--- src/rtl/clk_slow_mon.sv ---
// Divided-clock monitor: synchronises clk_slow into clk_in, measures its period and qualifies it
// through an IDLE/ACQ/LOCKED/LOST state machine. Optional duty-cycle check: CLK_SLOW_MON_DUTY_EN.
//
//   state  | meaning
//   IDLE   | no usable edge history; first rise only starts a measurement window
//   ACQ    | counting consecutive in-tolerance periods towards lock
//   LOCKED | divided clock qualified; locked output high
//   LOST   | lock dropped (bad period or timeout); sticky lost flag set
module clk_slow_mon #(
    parameter int EXP_PERIOD = 42,
    parameter int TOL        = 2,
    parameter int LOCK_CNT   = 4,
    parameter int TIMEOUT    = 84,
    parameter int CNT_W      = 8
) (
    input  logic             clk_in,
    input  logic             rst_n,
    input  logic             clk_slow,
    input  logic             clr_lost,
    output logic             rise_pulse,
    output logic             fall_pulse,
    output logic [CNT_W-1:0] period,
    output logic             period_vld,
    output logic             locked,
    output logic             lost
`ifdef CLK_SLOW_MON_DUTY_EN
    ,
    output logic [CNT_W-1:0] duty_hi,
    output logic             duty_err
`endif
);

    localparam int GW = $clog2(LOCK_CNT + 1);

    localparam logic [CNT_W-1:0] CNT_MAX  = '1;
    localparam logic [CNT_W-1:0] CNT_ONE  = CNT_W'(1);
    localparam logic [CNT_W-1:0] TOL_LO   = CNT_W'(EXP_PERIOD - TOL);
    localparam logic [CNT_W-1:0] TOL_HI   = CNT_W'(EXP_PERIOD + TOL);
    localparam logic [CNT_W-1:0] TMO      = CNT_W'(TIMEOUT);
    localparam logic [GW-1:0]    GOOD_ONE = GW'(1);
    localparam logic [GW-1:0]    GOOD_TOP = GW'(LOCK_CNT - 1);

    typedef enum logic [1:0] {
        IDLE   = 2'd0,
        ACQ    = 2'd1,
        LOCKED = 2'd2,
        LOST   = 2'd3
    } state_t;

    state_t           state;
    logic             s1, s2, s3;
    logic [CNT_W-1:0] cnt;
    logic [GW-1:0]    good_cnt;
    logic [CNT_W-1:0] measured;
    logic             in_tol;
    logic             timeout;
    logic             capture;
    logic             duty_bad;
    logic             enter_lost;

    always_ff @(posedge clk_in or negedge rst_n) begin
        if (!rst_n) begin
            s1         <= 1'b0;
            s2         <= 1'b0;
            s3         <= 1'b0;
            rise_pulse <= 1'b0;
            fall_pulse <= 1'b0;
        end else begin
            s1         <= clk_slow;
            s2         <= s1;
            s3         <= s2;
            rise_pulse <= s2 & ~s3;
            fall_pulse <= ~s2 & s3;
        end
    end

    // cnt holds (cycles since last rise - 1), so the rise-to-rise distance is cnt + 1
    assign measured = (cnt == CNT_MAX) ? CNT_MAX : cnt + CNT_ONE;
    assign in_tol   = (measured >= TOL_LO) && (measured <= TOL_HI);
    assign timeout  = !rise_pulse && (cnt == TMO);
    assign capture  = rise_pulse && ((state == ACQ) || (state == LOCKED));

`ifdef CLK_SLOW_MON_DUTY_EN
    logic [CNT_W-1:0] hi_cnt;
    logic [CNT_W+1:0] two_hi;
    logic [CNT_W+1:0] meas_w;
    logic [CNT_W+1:0] duty_diff;

    localparam logic [CNT_W+1:0] DUTY_LIM = (CNT_W+2)'(2 * TOL);

    assign two_hi    = {1'b0, duty_hi, 1'b0};
    assign meas_w    = {2'b00, measured};
    assign duty_diff = (two_hi > meas_w) ? (two_hi - meas_w) : (meas_w - two_hi);
    assign duty_bad  = duty_diff > DUTY_LIM;

    // s3 is aligned with the strobes, so hi_cnt spans rise_pulse to fall_pulse inclusive of the rise cycle
    always_ff @(posedge clk_in or negedge rst_n) begin
        if (!rst_n) begin
            hi_cnt   <= '0;
            duty_hi  <= '0;
            duty_err <= 1'b0;
        end else begin
            if (rise_pulse) begin
                hi_cnt <= CNT_ONE;
            end else if (s3 && (hi_cnt != CNT_MAX)) begin
                hi_cnt <= hi_cnt + CNT_ONE;
            end
            if (fall_pulse) begin
                duty_hi <= hi_cnt;
            end
            duty_err <= capture && duty_bad;
        end
    end
`else
    assign duty_bad = 1'b0;
`endif

    assign enter_lost = (state == LOCKED) &&
                        ((rise_pulse && (!in_tol || duty_bad)) || timeout);

    always_ff @(posedge clk_in or negedge rst_n) begin
        if (!rst_n) begin
            state      <= IDLE;
            cnt        <= '0;
            good_cnt   <= '0;
            period     <= '0;
            period_vld <= 1'b0;
            locked     <= 1'b0;
            lost       <= 1'b0;
        end else begin
            period_vld <= capture;
            if (capture) begin
                period <= measured;
            end

            // restart the window on a lock timeout so LOST gets its own full timeout before IDLE
            if (rise_pulse) begin
                cnt <= '0;
            end else if (timeout && (state == LOCKED)) begin
                cnt <= '0;
            end else if (cnt != CNT_MAX) begin
                cnt <= cnt + CNT_ONE;
            end

            if (enter_lost) begin
                lost <= 1'b1;
            end else if (clr_lost) begin
                lost <= 1'b0;
            end

            case (state)
                IDLE: begin
                    if (rise_pulse) begin
                        state    <= ACQ;
                        good_cnt <= '0;
                    end
                end
                ACQ: begin
                    if (rise_pulse) begin
                        if (in_tol) begin
                            good_cnt <= good_cnt + GOOD_ONE;
                            if (good_cnt == GOOD_TOP) begin
                                state  <= LOCKED;
                                locked <= 1'b1;
                            end
                        end else begin
                            good_cnt <= '0;
                        end
                    end else if (timeout) begin
                        state <= IDLE;
                    end
                end
                LOCKED: begin
                    if (enter_lost) begin
                        state  <= LOST;
                        locked <= 1'b0;
                    end
                end
                LOST: begin
                    if (rise_pulse) begin
                        state    <= ACQ;
                        good_cnt <= '0;
                    end else if (timeout) begin
                        state <= IDLE;
                    end
                end
                default: begin
                    state  <= IDLE;
                    locked <= 1'b0;
                end
            endcase
        end
    end

endmodule
--- config.mk ---
export PLATFORM = sky130hd
export DESIGN_NAME = clk_slow_mon
export DESIGN_NICKNAME = d
export VERILOG_FILES = /design/src/rtl/clk_slow_mon.sv
export SDC_FILE = /design/constraint.sdc
export NUM_CORES = 1
export LEC_CHECK = 0
export BUFFER_PORTS_ARGS = -buffer_cell sky130_fd_sc_hd__buf_2
export CAP_MARGIN = 5
export CELL_PAD_IN_SITES_DETAIL_PLACEMENT = 1
export CELL_PAD_IN_SITES_GLOBAL_PLACEMENT = 2
export CORE_UTILIZATION = 41
export CTS_BUF_LIST = sky130_fd_sc_hd__clkbuf_4
export CTS_CLUSTER_DIAMETER = 30
export DETAILED_ROUTE_END_ITERATION = 7
export PLACE_DENSITY_LB_ADDON = 0.15
export SLEW_MARGIN = 20
export SYNTH_ARGS = -nofsm -noshare
export SYNTH_HDL_FRONTEND = slang
export SYNTH_SLANG_ARGS = --single-unit
--- constraint.sdc ---
create_clock -name clk_in -period 6.33 [get_ports clk_in]
set_input_delay 0.633 -clock clk_in [delete_from_list [all_inputs] [get_ports clk_in]]
set_output_delay 0.633 -clock clk_in [all_outputs]
set_load 0.02 [all_outputs]
==> results by group <==
Logic synthesis
  • Syn Inst Count: 155
  • Dominant cell type by area after synthesis: dfrtp_1
  • #FFs+latches synth: 29
  • Post-synthesis sequential area ratio: 46.5%
  • YS warnings: 0
  • Synth unique cells: 43
  • Synth top area cells: dfrtp_1, ha_1, nor2_1, o21ai_0, inv_1
  • Syn Nets: 168
  • Post-synthesis average cell area: 10.1 um^2
  • Synth Cell Area: 0.00156 mm^2
  • Synth top cells by count: dfrtp_1, nor2_1, o21ai_0
  • Ys flop type: dfrtp_1
  • Ys async rst share: 100%
  • Number of synthesized flops with an enable pin: 0
  • Most frequent cell after synthesis: dfrtp_1
  • Area share of the largest cell type after synthesis: 46.5%

Setup path
  • CP Launch Type: flip-flop
  • Worst Path Required: 6.55 ns
  • Crit Path Category: flip-flop to flip-flop
  • Slowest stage delay, CP: 0.45 ns
  • Setup crit end kind: flip-flop
  • Critical path arrival: 2.63 ns
  • Worst path slowest cell: dfrtp_1
  • R2R depth: 7
  • CP cell instances: ha_1 -> xor2_1 -> o21a_1 -> a2111oi_2 -> and3_1 -> o311ai_4 -> mux2_4
  • Crit Path Max Fanout: 10

Placed design
  • Gpl congestion: 0.817
  • Placed Instance Area: 0.00165 mm^2
  • DPL Wire Length: 2500 um
  • Place WS: 3.90 ns
  • Port Buffers: 16

GRT
  • Global-route wire length before repair: 5950 um
  • Vias in the first global route: 1248
  • GR Overflow Total: 0
  • Largest net degree at the start of global routing: 30
  • Overall routing resource usage: 19.2%
  • Initial antenna violation count: 0

Finish
  • Share of cells above drive strength 1: 18.5%
  • Number of diodes: 0
  • Post-route cell area: 0.00170 mm^2
  • P&R area growth vs syn: 9.13%
  • FILL cells: 435
  • Final nets: 185

Timing
  • Max-slew violation count: 0
  • Minimum clock period: 2.42 ns
  • Worst-Margin Slew: 0.652 ns
  • Hold Fails Final Rpt: 0
  • Final period utilization: 38.2%
  • RSZ-0062 raised after global routing: false
  • Relative slew slack: 56.5%
  • WHS: 0.328 ns
  • Setup violations, final: 0
  • Setup WS post-layout: 3.91 ns
  • Setup Skew: 0.0102 ns
  • Setup_tns: 0 ns
  • Max Freq: 414 MHz

Status
  • Status: finished, final reports clean

Hold path
  • Worst hold path class: input pin to async pin

Die
  • Row count: 22
  • Core Footprint: 0.00366 mm^2
  • Horiz. Die Dim: 63.7 um
  • Die area: 0.00406 mm^2
  • Initial Utilization: 42.7%
  • # IOs: 17
  • Die H: 63.7 um

CTS
  • Postcts setup bufs: 0
  • Clock Pin Slew Worst Setup and Hold Paths: 0.10 ns
  • CTS H-tree depth: 2
  • Clk root buf: clkbuf_4
  • Num Clock Sinks: 29
  • Clock latency on the worst-skew pair: 0.32 ns
  • Post-CTS sizing: 0
  • Num CTS Buffers: 5
  • CTS tree: yes
  • Hold buffer count at cts: 0
  • Clock Tree Buf Depth: 2

Power
  • Final Power: 0.000589 W
  • VDD IR-drop max: 197 uV
  • Power per Cell Area: 345 mW/mm^2
  • Leakage: 0.799 nW

Drt
  • Via/cell ratio: 5.48
  • Wire per inst: 15.2 um
  • Highest layer used for signal routing: met4
  • Met3 routed WL: 96 um
  • DRC violations left: 0
  • WL final: 3350 um
  • Wl on met1: 1670 um
  • Wire length on met2: 1550 um
  • Post-DRT Antenna Nets: 0
  • Via count: 1210
  • Drt first pass iters: 4
  • DRT iter0 DRCs: 38

Flow run
  • Max-Cap Viols: 0
-- cells in the final DEF (no fill, tap or decap), types with 2 or more instances in the layout --
| cell | count |
|---|---|
| a21o_1 | 2 |
| a21oi_1 | 6 |
| a31oi_1 | 4 |
| a41oi_1 | 3 |
| and3_1 | 2 |
| buf_2 | 16 |
| clkbuf_4 | 5 |
| clkinv_1 | 4 |
| dfrtp_1 | 29 |
| ha_1 | 9 |
| inv_1 | 10 |
| mux2_2 | 2 |
| nand2_1 | 10 |
| nand3_1 | 4 |
| nand4_1 | 3 |
| nor2_1 | 18 |
| nor2b_1 | 3 |
| nor3_1 | 2 |
| o211ai_1 | 3 |
| o21ai_0 | 11 |
| o31ai_1 | 3 |
| xnor2_1 | 2 |
| xor2_1 | 2 |
-- flip-flops by register name, indices dropped and copies added, names as in the netlist --
name	count
cnt	8
fall_pulse	1
good_cnt	3
locked	1
lost	1
period	8
period_vld	1
rise_pulse	1
s1	1
s2	1
s3	1
state	2
-- worst max-delay path, delay by kind of cell, from the launching register on --
family / cells / cell delay [ns]
AOI/OAI and AO/OA: 3 / 0.63
DFF: 1 / 0.45
and+or+nand+nor: 1 / 0.41
adders and majority gates: 1 / 0.35
muxes: 1 / 0.31
xor gates and xnor gates: 1 / 0.18
-- layer usage --
| metal | vias to the layer above | GRT usage [%] |
|---|---|---|
| met5 | - | 0 |
| met4 | 0 | 6.82 |
| met3 | 4 | 5.07 |
| met2 | 18 | 29.9 |
| met1 | 601 | 25.4 |
| li1 | 587 | - |
-- cells by family after synthesis --
family,Yosys count,synth area share [%]
compound gates,42,19.6
xor+xnor,4,2.24
fa+ha+maj,9,7.21
buf+inv,18,5.93
flops,29,46.5
mux,3,2.40
simple gates,50,16.1
-- worst paths after layout --
kind                            slack, ns       end   start
worst max-delay path                 3.91  state[1]  cnt[0]
worst min-delay path                 0.33    locked   rst_n
worst max register to register       3.91  state[1]  cnt[0]
worst min register to register       0.36        s2      s1
max in group asynchronous            5.57        s3   rst_n
min in group clk_in                  0.36        s2      s1
-- final cells by class --
cell class                 count  area [um^2]  area share (%)
tap                           48         60.1            3.52
sequential                    29          726            42.6
multi-input combinational    108          743            43.6
inverter                      12         45.0            2.64
clock buffer                   5         37.5            2.20
timing repair buffer          16         80.1            4.70
clock inverter                 3         12.5           0.734
-- power breakdown --
part | internal (W) | switching (W) | total [W]
sequential | 0.000219 | 0.0000359 | 0.000255
combinational | 0.0000945 | 0.000136 | 0.000230
clock | 0.0000401 | 0.0000630 | 0.000103
-- through the flow --
| stage | cells | util (%) |
|---|---|---|
| 2_1_floorplan | 155 | - |
| 3_3_place_gp | 213 | 45.2 |
| 3_5_place_dp | 213 | 45.2 |
| 4_1_cts | 221 | 46.5 |
| 5_1_grt | 221 | 46.5 |
| 6_report | 221 | 46.5 |
No activity file was read; power rests on OpenSTA's default activity.
